$ cat src/rtl/pipe_int_pkg.sv
// Shared types and constants for the pipeline interrupt sequencer.
package pipe_int_pkg;

  localparam int unsigned CAUSE_W = 3;
  localparam logic [31:0] VEC_BASE_DEFAULT   = 32'h0000_1000;
  localparam logic [31:0] VEC_STRIDE_DEFAULT = 32'd16;

  typedef enum logic [2:0] {
    IDLE    = 3'd0,
    SAVE    = 3'd1,
    VECTOR  = 3'd2,
    HANDLER = 3'd3,
    RESTORE = 3'd4
  } int_state_e;

  // Handler entry address; 32-bit wrap-around is intended.
  function automatic logic [31:0] vec_addr(input logic [31:0] base,
                                           input logic [31:0] stride,
                                           input logic [CAUSE_W-1:0] cause);
    return base + (32'(cause) * stride);
  endfunction

endpackage

$ cat src/rtl/pipe_int_sequencer_if.sv
// Interrupt request / pipeline control bundle between the pipeline and the sequencer.
interface pipe_int_sequencer_if #(
  parameter int unsigned NUM_IRQ = 4
);
  logic [NUM_IRQ-1:0] irq_i;
  logic [NUM_IRQ-1:0] irq_mask_i;
  logic               int_en_i;
  logic               pipe_stall_i;
  logic               mret_i;
  logic               int_detected_o;
  logic               int_restore_o;
  logic               vec_valid_o;
  logic [31:0]        vec_pc_o;
  logic [NUM_IRQ-1:0] irq_ack_o;
  logic [2:0]         int_cause_o;
  logic               int_active_o;
  logic               int_timeout_o;

  modport master (
    output irq_i, irq_mask_i, int_en_i, pipe_stall_i, mret_i,
    input  int_detected_o, int_restore_o, vec_valid_o, vec_pc_o,
           irq_ack_o, int_cause_o, int_active_o, int_timeout_o
  );

  modport slave (
    input  irq_i, irq_mask_i, int_en_i, pipe_stall_i, mret_i,
    output int_detected_o, int_restore_o, vec_valid_o, vec_pc_o,
           irq_ack_o, int_cause_o, int_active_o, int_timeout_o
  );
endinterface

$ cat src/rtl/irq_prio_enc.sv
// Fixed-priority encoder: bit 0 wins, idx is the lowest set request index.
module irq_prio_enc
  import pipe_int_pkg::*;
#(
  parameter int unsigned NUM_IRQ = 4
) (
  input  logic [NUM_IRQ-1:0] req,
  output logic               valid,
  output logic [CAUSE_W-1:0] idx
);

  // Scan from the top so the lowest set bit is the last one written.
  always_comb begin
    valid = |req;
    idx   = '0;
    for (int i = int'(NUM_IRQ) - 1; i >= 0; i--) begin
      if (req[i]) idx = CAUSE_W'(i);
    end
  end

endmodule

$ cat src/rtl/pipe_int_sequencer.sv
// Interrupt sequencer: IDLE -> SAVE -> VECTOR -> HANDLER -> RESTORE.
// Optional handler watchdog enabled by defining INT_TIMEOUT_EN.
module pipe_int_sequencer
  import pipe_int_pkg::*;
#(
  parameter int unsigned NUM_IRQ        = 4,
  parameter logic [31:0] VEC_BASE       = VEC_BASE_DEFAULT,
  parameter logic [31:0] VEC_STRIDE     = VEC_STRIDE_DEFAULT,
  parameter int unsigned TIMEOUT_CYCLES = 1024
) (
  input  logic                clk,
  input  logic                reset,
  pipe_int_sequencer_if.slave bus
);

  if (NUM_IRQ < 1 || NUM_IRQ > 8 || TIMEOUT_CYCLES == 0) begin : g_bad_cfg
    $error("pipe_int_sequencer: unsupported NUM_IRQ or TIMEOUT_CYCLES");
  end

  int_state_e         state_q, state_d;
  logic [NUM_IRQ-1:0] req_c;
  logic               req_valid_c;
  logic [CAUSE_W-1:0] req_idx_c;

  logic [CAUSE_W-1:0] cause_q, cause_d;
  logic [31:0]        vec_pc_q, vec_pc_d;
  logic [NUM_IRQ-1:0] ack_q, ack_d;
  logic               det_q, det_d;
  logic               restore_q, restore_d;
  logic               vec_valid_q, vec_valid_d;
  logic               active_q, active_d;
`ifdef INT_TIMEOUT_EN
  logic [31:0]        wd_cnt_q, wd_cnt_d;
  logic               timeout_q, timeout_d;
`endif

  assign req_c = bus.irq_i & bus.irq_mask_i;

  irq_prio_enc #(
    .NUM_IRQ (NUM_IRQ)
  ) u_prio_enc (
    .req   (req_c),
    .valid (req_valid_c),
    .idx   (req_idx_c)
  );

  // Next state plus the registered outputs that the next state implies.
  always_comb begin
    state_d  = state_q;
    cause_d  = cause_q;
    vec_pc_d = vec_pc_q;
`ifdef INT_TIMEOUT_EN
    wd_cnt_d  = wd_cnt_q;
    timeout_d = timeout_q;
`endif

    unique case (state_q)
      IDLE: begin
        if (bus.int_en_i && req_valid_c && !bus.pipe_stall_i) begin
          state_d  = SAVE;
          cause_d  = req_idx_c;
          vec_pc_d = vec_addr(VEC_BASE, VEC_STRIDE, req_idx_c);
        end
      end
      SAVE:   state_d = VECTOR;
      VECTOR: begin
        state_d = HANDLER;
`ifdef INT_TIMEOUT_EN
        wd_cnt_d = '0;
`endif
      end
      HANDLER: begin
        if (bus.mret_i) begin
          state_d = RESTORE;
        end
`ifdef INT_TIMEOUT_EN
        // mret on the limit cycle wins and leaves the watchdog flag clear.
        else if (wd_cnt_q == 32'(TIMEOUT_CYCLES - 1)) begin
          state_d   = RESTORE;
          timeout_d = 1'b1;
        end else begin
          wd_cnt_d = wd_cnt_q + 32'd1;
        end
`endif
      end
      RESTORE: state_d = IDLE;
      default: state_d = IDLE;
    endcase

    det_d       = (state_d == SAVE);
    vec_valid_d = (state_d == VECTOR);
    restore_d   = (state_d == RESTORE);
    active_d    = (state_d != IDLE);
    ack_d       = (state_d == SAVE) ? (NUM_IRQ'(1) << cause_d) : '0;
  end

  always_ff @(posedge clk or posedge reset) begin
    if (reset) begin
      state_q     <= IDLE;
      cause_q     <= '0;
      vec_pc_q    <= '0;
      ack_q       <= '0;
      det_q       <= 1'b0;
      restore_q   <= 1'b0;
      vec_valid_q <= 1'b0;
      active_q    <= 1'b0;
`ifdef INT_TIMEOUT_EN
      wd_cnt_q    <= '0;
      timeout_q   <= 1'b0;
`endif
    end else begin
      state_q     <= state_d;
      cause_q     <= cause_d;
      vec_pc_q    <= vec_pc_d;
      ack_q       <= ack_d;
      det_q       <= det_d;
      restore_q   <= restore_d;
      vec_valid_q <= vec_valid_d;
      active_q    <= active_d;
`ifdef INT_TIMEOUT_EN
      wd_cnt_q    <= wd_cnt_d;
      timeout_q   <= timeout_d;
`endif
    end
  end

  assign bus.int_detected_o = det_q;
  assign bus.int_restore_o  = restore_q;
  assign bus.vec_valid_o    = vec_valid_q;
  assign bus.vec_pc_o       = vec_pc_q;
  assign bus.irq_ack_o      = ack_q;
  assign bus.int_cause_o    = cause_q;
  assign bus.int_active_o   = active_q;
`ifdef INT_TIMEOUT_EN
  assign bus.int_timeout_o  = timeout_q;
`else
  assign bus.int_timeout_o  = 1'b0;
`endif

endmodule

$ cat src/flat_wrapper.sv
// flat-port wrapper written by rule: the top's interface ports become plain ports
module pipe_int_sequencer_flat import pipe_int_pkg::*;
#(
  parameter int unsigned NUM_IRQ        = 4,
  parameter logic [31:0] VEC_BASE       = VEC_BASE_DEFAULT,
  parameter logic [31:0] VEC_STRIDE     = VEC_STRIDE_DEFAULT,
  parameter int unsigned TIMEOUT_CYCLES = 1024
)
  (clk, reset, bus_irq_i, bus_irq_mask_i, bus_int_en_i, bus_pipe_stall_i, bus_mret_i, bus_int_detected_o, bus_int_restore_o, bus_vec_valid_o, bus_vec_pc_o, bus_irq_ack_o, bus_int_cause_o, bus_int_active_o, bus_int_timeout_o);
  pipe_int_sequencer_if #(.NUM_IRQ(NUM_IRQ)) bus_i ();
  input  logic clk;
  input  logic reset;
  input wire logic [$bits(bus_i.irq_i)-1:0] bus_irq_i;
  input wire logic [$bits(bus_i.irq_mask_i)-1:0] bus_irq_mask_i;
  input wire logic [$bits(bus_i.int_en_i)-1:0] bus_int_en_i;
  input wire logic [$bits(bus_i.pipe_stall_i)-1:0] bus_pipe_stall_i;
  input wire logic [$bits(bus_i.mret_i)-1:0] bus_mret_i;
  output wire logic [$bits(bus_i.int_detected_o)-1:0] bus_int_detected_o;
  output wire logic [$bits(bus_i.int_restore_o)-1:0] bus_int_restore_o;
  output wire logic [$bits(bus_i.vec_valid_o)-1:0] bus_vec_valid_o;
  output wire logic [$bits(bus_i.vec_pc_o)-1:0] bus_vec_pc_o;
  output wire logic [$bits(bus_i.irq_ack_o)-1:0] bus_irq_ack_o;
  output wire logic [$bits(bus_i.int_cause_o)-1:0] bus_int_cause_o;
  output wire logic [$bits(bus_i.int_active_o)-1:0] bus_int_active_o;
  output wire logic [$bits(bus_i.int_timeout_o)-1:0] bus_int_timeout_o;
  assign bus_i.irq_i = bus_irq_i;
  assign bus_i.irq_mask_i = bus_irq_mask_i;
  assign bus_i.int_en_i = bus_int_en_i;
  assign bus_i.pipe_stall_i = bus_pipe_stall_i;
  assign bus_i.mret_i = bus_mret_i;
  assign bus_int_detected_o = bus_i.int_detected_o;
  assign bus_int_restore_o = bus_i.int_restore_o;
  assign bus_vec_valid_o = bus_i.vec_valid_o;
  assign bus_vec_pc_o = bus_i.vec_pc_o;
  assign bus_irq_ack_o = bus_i.irq_ack_o;
  assign bus_int_cause_o = bus_i.int_cause_o;
  assign bus_int_active_o = bus_i.int_active_o;
  assign bus_int_timeout_o = bus_i.int_timeout_o;
  pipe_int_sequencer #(.NUM_IRQ(NUM_IRQ), .VEC_BASE(VEC_BASE), .VEC_STRIDE(VEC_STRIDE), .TIMEOUT_CYCLES(TIMEOUT_CYCLES)) u_core (.clk(clk), .reset(reset), .bus(bus_i));
endmodule
$ cat config.mk
export PLATFORM = sky130hd
export DESIGN_NAME = pipe_int_sequencer_flat
export DESIGN_NICKNAME = d
export VERILOG_FILES = /design/src/rtl/pipe_int_pkg.sv /design/src/rtl/pipe_int_sequencer_if.sv /design/src/rtl/irq_prio_enc.sv /design/src/rtl/pipe_int_sequencer.sv /design/src/flat_wrapper.sv
export SDC_FILE = /design/constraint.sdc
export NUM_CORES = 1
export LEC_CHECK = 0
export ABC_AREA = 1
export CAP_MARGIN = 20
export CORE_MARGIN = 2
export CORE_UTILIZATION = 33
export DETAILED_ROUTE_END_ITERATION = 16
export PLACE_DENSITY_LB_ADDON = 0.08
export SETUP_SLACK_MARGIN = 0.05
export SLEW_MARGIN = 5
export SYNTH_ARGS = -nofsm -noshare
export SYNTH_HDL_FRONTEND = slang
export SYNTH_SLANG_ARGS = --single-unit
export TNS_END_PERCENT = 50
$ cat constraint.sdc
create_clock -name clk -period 1.2 [get_ports clk]
set_clock_uncertainty 0.15 [all_clocks]
set_input_delay 0.18 -clock clk [delete_from_list [all_inputs] [get_ports clk]]
set_output_delay 0.18 -clock clk [all_outputs]
set_load 0.01 [all_outputs]
---- Word level (Yosys, flattened, before mapping) ----
Cells that the tools add are included.
storage, ports and cells
  register bits after elaboration ......... 46
  bits of input ports ..................... 13
  output and inout bits ................... 44
  logic and storage cells ................. 34
operators by class
  add/subtract/negate cells ............... 1
  equal/unequal tests ..................... 6
  shift-type cells ........................ 1
  multiplexer cells ....................... 10
  bitwise gates (word level) .............. 1
  reductions and logical operators ........ 7
operator list
  cell                                              count
  two-way mux 3 bit                                 7
  adder 13 x 7 -> 14 bit (first input constant)     1
  case mux 3 bit (4 select lines)                   1
  == test 3 x 2 -> 1 bit (second input constant)    3
  == test 3 x 1 -> 1 bit (second input constant)    2
  bitwise AND 4 bit                                 1
  two-way mux 4 bit                                 1
  OR reduction 4 bit                                1
  << shifter 1 x 3 -> 4 bit (first input constant)  1
  == test 3 bit (second input constant)             1
  logical NOT 3 bit                                 1
  nonzero test 3 bit                                1
  logical AND 1 bit                                 2
  two-way mux 2 bit                                 1
  AND reduction 2 bit                               1
  logical NOT 1 bit                                 1

---- Depth between registers and ports, before layout ----
Gate-level depths: netlist of run 1.
  depth after elaboration ................. 9
  depth in mapped cells ................... 9
  gate-level depth less buffers ........... 9

---- Cells and area by module ----
Synthesis of run 1 repeated with hierarchy kept, for this count alone.
unflattened totals
  cell total of the unflattened synthesis .. 114
  area, all modules ....................... 1023.5 um^2
by module, submodules not included
  module              instances  cells each  area each (um^2)  seq. area each (um^2)
  pipe_int_sequencer  1          103         965.9             450.4
  irq_prio_enc        1          11          57.6              0.0

---- Worst setup path before layout of run 1 ----
OpenSTA, ideal clock, no wires.
  kind .................................... register to register
  start point ............................. reg u_core.state_q[0]
  end point ............................... reg u_core.ack_q[0] (netlist: u_core.bus.irq_ack_o[0])
  library setup time ...................... 0.118 ns
  arrival ................................. 1.028 ns
  data required time ...................... 0.932 ns
  setup slack ............................. -0.095 ns
  stages on the path, launching flop included .. 7
  buffers on the path ..................... 0
  period minus slack after synthesis ...... 1.295 ns
  cells stage by stage .................... dfrtp_1 > nor2_4 > inv_2 > nor2_4 > nand3_1 > nand3_1 > nor2_1
between the ends
  word-level cells in the longest chain between the ends .. 4
  elaborated cells between the ends (all ways) .. 11
  those cells by class .................... eq/ne: 4; shift: 1; mux: 5; reduce/logical: 1
ends and longest elaborated chain
  item                                                                  RTL line                   RTL
  start: declaration                                                    pipe_int_sequencer.sv:20   int_state_e state_q, state_d;
  start signal: assignment                                              pipe_int_sequencer.sv:112  state_q <= state_d;
  == test 3 x 2 -> 1 bit (tied with other cells)                        pipe_int_sequencer.sv:57   unique case (state_q)
  case mux 3 bit (4 select lines) or two-way mux 3 bit (tied branches)  pipe_int_sequencer.sv:57
  == test 3 x 1 -> 1 bit or << shifter 1 x 3 -> 4 bit (tied branches)   pipe_int_sequencer.sv:94   ack_d = (state_d == SAVE) ? (NUM_IRQ'(1) << cause_d) : '0;
  two-way mux 4 bit (*)                                                 pipe_int_sequencer.sv:94
  via u_core.ack_d[0]                                                   pipe_int_sequencer.sv:27   logic [NUM_IRQ-1:0] ack_q, ack_d;
  end signal: assignment                                                pipe_int_sequencer.sv:115  ack_q <= ack_d;
  end: declaration                                                      pipe_int_sequencer.sv:27
The timed path passes the listed nets; every way through them passes the cells marked *.
A chain may end at the register's enable or synchronous reset.

---- Final worst setup path of run 1 ----
  start point ............................. reg u_core.state_q[1]
  end point ............................... reg u_core.active_q (netlist: u_core.bus.int_active_o)
between the ends
  word-level cells in the longest chain between the ends .. 3
  elaborated cells between the ends (all ways) .. 8
  those cells by class .................... eq/ne: 3; mux: 3; reduce/logical: 2
ends and longest elaborated chain
  item                                            RTL line                   RTL
  == test 3 x 2 -> 1 bit (tied with other cells)  pipe_int_sequencer.sv:57
  case mux 3 bit (4 select lines) (*)             pipe_int_sequencer.sv:57
  nonzero test 3 bit (*)                          pipe_int_sequencer.sv:93   active_d = (state_d != IDLE);
  via u_core.active_d                             pipe_int_sequencer.sv:31   logic active_q, active_d;
  end signal: assignment                          pipe_int_sequencer.sv:119  active_q <= active_d;
  end: declaration                                pipe_int_sequencer.sv:31
Marks and branches as above.

==> metrics.md, run 1 <==
| Metric | Value |
|---|---|
| Outcome | `finished with violations` |
| Failing checks | `setup timing` |
| GPL Wtd Cong | `about 0.74` |
| Placed inst area | `1247 um2` |
| PwrDens | `~1600 nW/um2` |
| Crit. End Element | `flip-flop` |
| WHS | `0.05085 ns` |
| Finished Layout Cells | `180` |
| Worst Hold Class | `in -> async` |
| Total Routing Usage GR | `under 10%` |
| CTS Buffer Depth | `2` |
| Max Clock Freq | `between 700 and 800 MHz` |
| Via count | `699` |
| Crit Path Max Fanout | `6` |
| Initial core utilization | `between 30% and 40%` |
| Antenna cells | `0` |
| Ys Warns | `0` |
| First DRT Iteration DRCs | `7` |
| Most frequent cells in the layout | `conb_1 (30), dfrtp_1 (17), nand2_1 (14), buf_2 (14), buf_4 (13)` |
| Vias in the first global route | `562` |
| Tmin final | `between 1 and 1.5 ns` |
| Netlist cell types | `18` |
| I/O Pins | `57` |
| Fillers | `around 290` |
| CTS Hold Bufs | `0` |
| Worst R2R Start | `u_core.state_q[1]$_DFF_PP0_` |
| Hpwl dp | `~1.2 mm` |
| FF+latch area | `between 400 and 500 um2` |
| Seq/Total Area, Yosys | `between 40 and 50%` |
| Crit path kind | `reg -> reg` |
| Most common cell after layout, fill and taps aside | `conb_1` |
| Final wirelength | `between 1.5 and 2 mm` |
| Nets@finish | `roughly 160` |
| Final number of hold-violating endpoints | `0` |
| Final Cell Area | `between 1000 and 1500 um2` |
| Die Ht | `57.86 um` |
| # Max-Cap Violations | `0` |
| TritonCTS Buffers | `3` |
| Mapped Area | `957.2 um2` |
| Clock tree root driver cell | `clkbuf_4` |
| Clock sink count | `17` |
| Number of I/O port buffers | `26` |
| Post-synthesis cell count | `between 100 and 150` |
| Routed wire length per instance | `8.944 um` |
| CP startpoint | `u_core.state_q[1]$_DFF_PP0_` |
| Multi-input logic area | `417.9 um2` |
| Post-route ant nets | `0` |
| Die X | `~58 um` |
| Vias/cell | `3.883` |
| # rows | `19` |
| Layout area overhead | `32.42%` |
| Share of layout cells above drive strength 1 | `approximately two fifths` |
| Synthesized area per cell | `slightly above 9 um2` |
| Total grt overflow | `0` |
| CTS tree | `done` |
| Die area | `between 3000 and 4000 um2` |
| Worst setup SP type | `flip-flop` |
| Final WS setup | `-0.1595 ns` |
| Worst-Skew Late Latency | `0.27 ns` |
| Pin count of the biggest net entering global routing | `18` |
| Initial antenna violation count | `0` |
| Unrepaired setup endpoints after global routing | `true` |
| Number of cells after detailed placement | `173` |
| Fin. max-slew vios | `0` |
| Number of H-tree levels | `1` |
| Core Box Area | `around 2800 um2` |
| First-pass GRT wire length | `2.346 mm` |
| # setup viols final | `11` |
| VDD IR-drop max | `0.8922 mV` |
| DRC viols | `0` |
| Data arrival, critical path | `~1.4 ns` |
| Seq cells post-synth | `17` |
| Pleak | `just over 0.7 nW` |
| CTS clock-pin slew for the worst setup and hold paths | `approximately 0.090 ns` |
| Critical Path RT | `about 1.3 ns` |
| First-pass DRT Iterations | `3` |
| Final period util | `113.3%` |
layout make-up:
type / count / share of cell area, %
Inverter: 10 / 2.961
Tap cell: 31 / 3.060
Multi-Input combinational cell: 76 / 32.97
Sequential cell: 17 / 33.56
Clock buffer: 4 / 2.073
Timing Repair Buffer: 42 / 25.37
power by group:
part | internal (mW) | switching, mW
combinational | 0.454 | 0.506
clock | 0.129 | 0.161
sequential | 0.733 | 0.0861
total | 1.32 | 0.753
through the flow:
| stage | setup slack, ns | util (%) | TNS, ns | power (mW) |
|---|---|---|---|---|
| 2_1_floorplan | -0.06892 | - | -0.2532 | 1.371 |
| 3_3_place_gp | -0.3665 | 45.24 | -3.669 | 1.793 |
| 3_5_place_dp | -0.4031 | 45.24 | -3.928 | 1.797 |
| 4_1_cts | -0.1625 | 44.24 | -0.9107 | 2.016 |
| 5_1_grt | -0.2363 | 45.96 | -1.840 | 2.208 |
| 6_report | -0.1595 | 45.96 | -1.113 | 2.068 |
logic make-up after synthesis:
family	synth area share (%)
AOI/OAI and AO/OA	1.176
buffers and inverters	27.45
DFF	44.44
other	0.3918
and+or+nand+nor	26.54
flip-flops by register name, summed over array words and instances (netlist names):
signal / cells
u_core.bus.irq_ack_o: 4
u_core.bus.int_cause_o: 3
u_core.bus.vec_pc_o: 3
u_core.state_q: 3
u_core.bus.int_active_o: 1
u_core.bus.int_detected_o: 1
u_core.bus.int_restore_o: 1
u_core.bus.vec_valid_o: 1
worst max-delay path, stage by stage (launching register included):
cell,delay (ns)
dfrtp_1,0.42
nor2_4,0.14
inv_2,0.06
nor2_4,0.11
nand2_4,0.10
buf_4,0.15
buf_6,0.11
nand3_2,0.05
per-layer routing:
layer  global-route usage [%]  share of wire [%]
met2                    15.42                 47
met1                    11.02                 40
met4                    5.980                1.7
met5                        0                  0
met3                    1.786                 11
path summary, 6_finish.rpt:
kind                       slack (ns)  cells past startpoint                                   to
min                              0.05                      3    u_core.bus.irq_ack_o[1]$_DFF_PP0_
max reg2reg                     -0.16                      7    u_core.bus.int_active_o$_DFF_PP0_
max in group asynchronous        0.66                      3     u_core.bus.vec_valid_o$_DFF_PP0_
max                             -0.16                      7    u_core.bus.int_active_o$_DFF_PP0_
min reg2reg                      0.33                      1  u_core.bus.vec_pc_o[12]$_DFFE_PP0P_
min in group clk                 0.33                      1  u_core.bus.vec_pc_o[12]$_DFFE_PP0P_
Yosys cell counts:
| cell type | instances | area (um2) |
|---|---|---|
| nand3_1 | 6 | 30.03 |
| nor2_4 | 3 | 33.78 |
| nor2_1 | 7 | 26.28 |
| a31oi_1 | 1 | 6.260 |
| inv_2 | 2 | 7.510 |
| nor2_2 | 1 | 6.260 |
| buf_4 | 30 | 225.2 |
| clkinv_1 | 1 | 3.750 |
| nand2_4 | 4 | 45.04 |
| inv_1 | 7 | 26.28 |
| nand3_2 | 2 | 20.02 |
| a21oi_1 | 1 | 5.000 |
| dfrtp_1 | 17 | 425.4 |
| nand2_2 | 3 | 18.77 |
| nand2_1 | 16 | 60.06 |
| or2_1 | 1 | 6.260 |
| nor3b_1 | 1 | 7.510 |
| conb_1 | 1 | 3.750 |
what timing repair did:
item,in CTS,in global routing
buffers inserted,1,2
pin swaps,1,0
resized for setup,59,9
setup endpoints to repair,26,20
No activity file was read; power rests on OpenSTA's default activity.
==> inputs of run 2 (changes only) <==
--- a/config.mk
+++ b/config.mk
@@ -12,6 +12,7 @@
 export DETAILED_ROUTE_END_ITERATION = 16
 export PLACE_DENSITY_LB_ADDON = 0.08
 export SETUP_SLACK_MARGIN = 0.05
+export SKIP_LAST_GASP = 1
 export SLEW_MARGIN = 5
 export SYNTH_ARGS = -nofsm -noshare
 export SYNTH_HDL_FRONTEND = slang
==> metrics.md, run 2 (synthesized netlist as in run 1, its figures left out) <==
| Metric | Value |
|---|---|
| Outcome | `finished with violations` |
| Failing checks | `setup timing` |
| Worst-Skew Late Latency | `0.27 ns (about the same)` |
| Worst Hold Class | `in -> async` |
| Die Ht | `57.86 um (unchanged)` |
| Pin count of the biggest net entering global routing | `18 (unchanged)` |
| Core Box Area | `2758 um2 (unchanged)` |
| Hpwl dp | `1.244 mm (unchanged)` |
| CP most frequent cell | `nor2_4` |
| Share of layout cells above drive strength 1 | `35.57% (-2.7 points)` |
| Tmin final | `1.349 ns (-0.01025 ns)` |
| R2R Setup Slk | `-0.15 ns (about the same)` |
| Total Routing Usage GR | `9.270% (-0.047 points)` |
| CTS Buffer Depth | `2 (unchanged)` |
| # setup viols final | `13 (+2)` |
| Critical path, cell by cell | `nor2_4, inv_2, nor2_4, nand2_4, buf_4, buf_6, nand3_2` |
| First DRT Iteration DRCs | `7 (unchanged)` |
| Antenna cells | `0 (unchanged)` |
| Routed wire length per instance | `8.867 um (-0.87%)` |
| Layout area overhead | `30.20%` |
| CP top delay family | `flip-flops` |
| R2r endpoint | `u_core.bus.int_active_o$_DFF_PP0_` |
| Via count | `694 (-0.72%)` |
| Unrepaired setup endpoints after global routing | `true` |
| Number of I/O port buffers | `26 (unchanged)` |
| I/O Pins | `57 (unchanged)` |
| Max Clock Freq | `741.2 MHz (+0.76%)` |
| CTS clock-pin slew for the worst setup and hold paths | `0.09 ns (about the same)` |
| First-pass GRT wire length | `2.332 mm (-0.60%)` |
| Final WS setup | `-0.1492 ns (+0.01025 ns)` |
| WHS | `0.05009 ns (-0.0007607 ns)` |
| CTS tree | `done` |
| Critical Path RT | `1.27 ns (about the same)` |
| Initial antenna violation count | `0 (unchanged)` |
| Final wirelength | `1.596 mm (-0.87%)` |
| Power, Total | `2.025 mW (-2.1%)` |
| CTS Hold Bufs | `0 (unchanged)` |
| Final number of hold-violating endpoints | `0 (unchanged)` |
| Vias in the first global route | `560 (-0.36%)` |
| Critical Path Max Stage Delay | `0.42 ns (about the same)` |
| Die area | `3347 um2 (unchanged)` |
| Most common cell after layout, fill and taps aside | `conb_1` |
| Initial core utilization | `34.71% (unchanged)` |
| Crit. End Element | `flip-flop` |
| Crit path max-delay cell type | `dfrtp_1` |
| TritonCTS Buffers | `3 (unchanged)` |
| TNS Setup | `-1.114 ns (-0.0009000 ns)` |
| R2R cell count | `7 (unchanged)` |
| Total grt overflow | `0 (unchanged)` |
| WP buf/inv | `3 (unchanged)` |
| Number of H-tree levels | `1 (unchanged)` |
| Data arrival, critical path | `1.42 ns (about the same)` |
| Vias/cell | `3.856 (-0.72%)` |
| DRC viols | `0 (unchanged)` |
| Clock tree root driver cell | `clkbuf_4` |
| Final period util | `112.4% (-0.85 points)` |
| Post-route ant nets | `0 (unchanged)` |
| Pleak | `0.7207 nW (-0.54%)` |
| Most frequent cells in the layout | `conb_1 (30), dfrtp_1 (17), nand2_1 (16)` |
| Largest register FFs | `4 (unchanged)` |
| Crit Path Max Fanout | `6 (unchanged)` |
| First-pass DRT Iterations | `3 (unchanged)` |
| Worst setup SP type | `flip-flop` |
| Die X | `57.86 um (unchanged)` |
| Crit path kind | `reg -> reg` |
| Fin. max-slew vios | `0 (unchanged)` |
| # rows | `19 (unchanged)` |
| PwrDens | `1625 nW/um2 (-0.41%)` |
| Nets@finish | `163 (unchanged)` |
| # Max-Cap Violations | `0 (unchanged)` |
| VDD IR-drop max | `0.8914 mV (about the same)` |
| Clock sink count | `17 (unchanged)` |
| GPL Wtd Cong | `0.7439 (unchanged)` |
| Worst R2R Start | `u_core.state_q[1]$_DFF_PP0_` |
==> run 2: worst max-delay path by stage <==
stage | start | end | slack, ns | cells after the start
after floorplan | u_core.state_q[1]$_DFF_PP0_ | u_core.bus.irq_ack_o[3]$_DFF_PP0_ | -0.07 | 8
after global placement | bus_int_en_i | u_core.bus.irq_ack_o[0]$_DFF_PP0_ | -0.37 | 7
after detailed placement | bus_int_en_i | u_core.bus.irq_ack_o[1]$_DFF_PP0_ | -0.40 | 9
after CTS | u_core.state_q[1]$_DFF_PP0_ | u_core.bus.irq_ack_o[0]$_DFF_PP0_ | -0.16 | 7
after global routing | u_core.state_q[2]$_DFF_PP0_ | u_core.bus.irq_ack_o[0]$_DFF_PP0_ | -0.24 | 7
final | u_core.state_q[1]$_DFF_PP0_ | u_core.bus.int_active_o$_DFF_PP0_ | -0.15 | 7
==> run 2: layer usage <==
layer | share of wire [%] | up-vias | global-route usage, %
met5 | 0 | - | 0
met4 | 1.7 | 0 | 5.980
met3 | 11 | 2 | 1.786
met2 | 47 | 39 | 15.42
met1 | 40 | 308 | 10.88
li1 | - | 345 | -
==> run 2: timing repair <==
item / in CTS / in global routing
setup buffers: 1 / 2
endpoints found under the setup margin: 26 / 21
hold endpoints to repair: 0 / 0
resized for setup: 50 / 7
==> run 2: area by class of cell <==
type / count / area, um2
flip-flops and latches: 17 / 425.4
clock buffers: 4 / 26.28
multi-input cells: 76 / 400.4
repair buffers: 42 / 317.8
fillers: 290 / 1511
inverters: 10 / 37.54
well taps: 31 / 38.79
==> run 2: where the power goes <==
group | internal [mW] | switching (mW)
registers | 0.733 | 0.0864
clock network | 0.129 | 0.163
logic | 0.432 | 0.483
==> run 2: worst min-delay path, stage by stage <==
cell and delay [ns]:
clkdlybuf4s50_1 0.39, inv_1 0.05, buf_4 0.23
==> run 2: metrics by stage <==
step	instance area [um2]	instances	util, %	setup slack (ns)
after floorplan	1076	133	-	-0.06892
after global placement	1247	173	45.24	-0.3665
after detailed placement	1247	173	45.24	-0.4031
after CTS	1219	178	44.19	-0.1626
after global routing	1246	180	45.19	-0.2363
final	1246	180	45.19	-0.1492
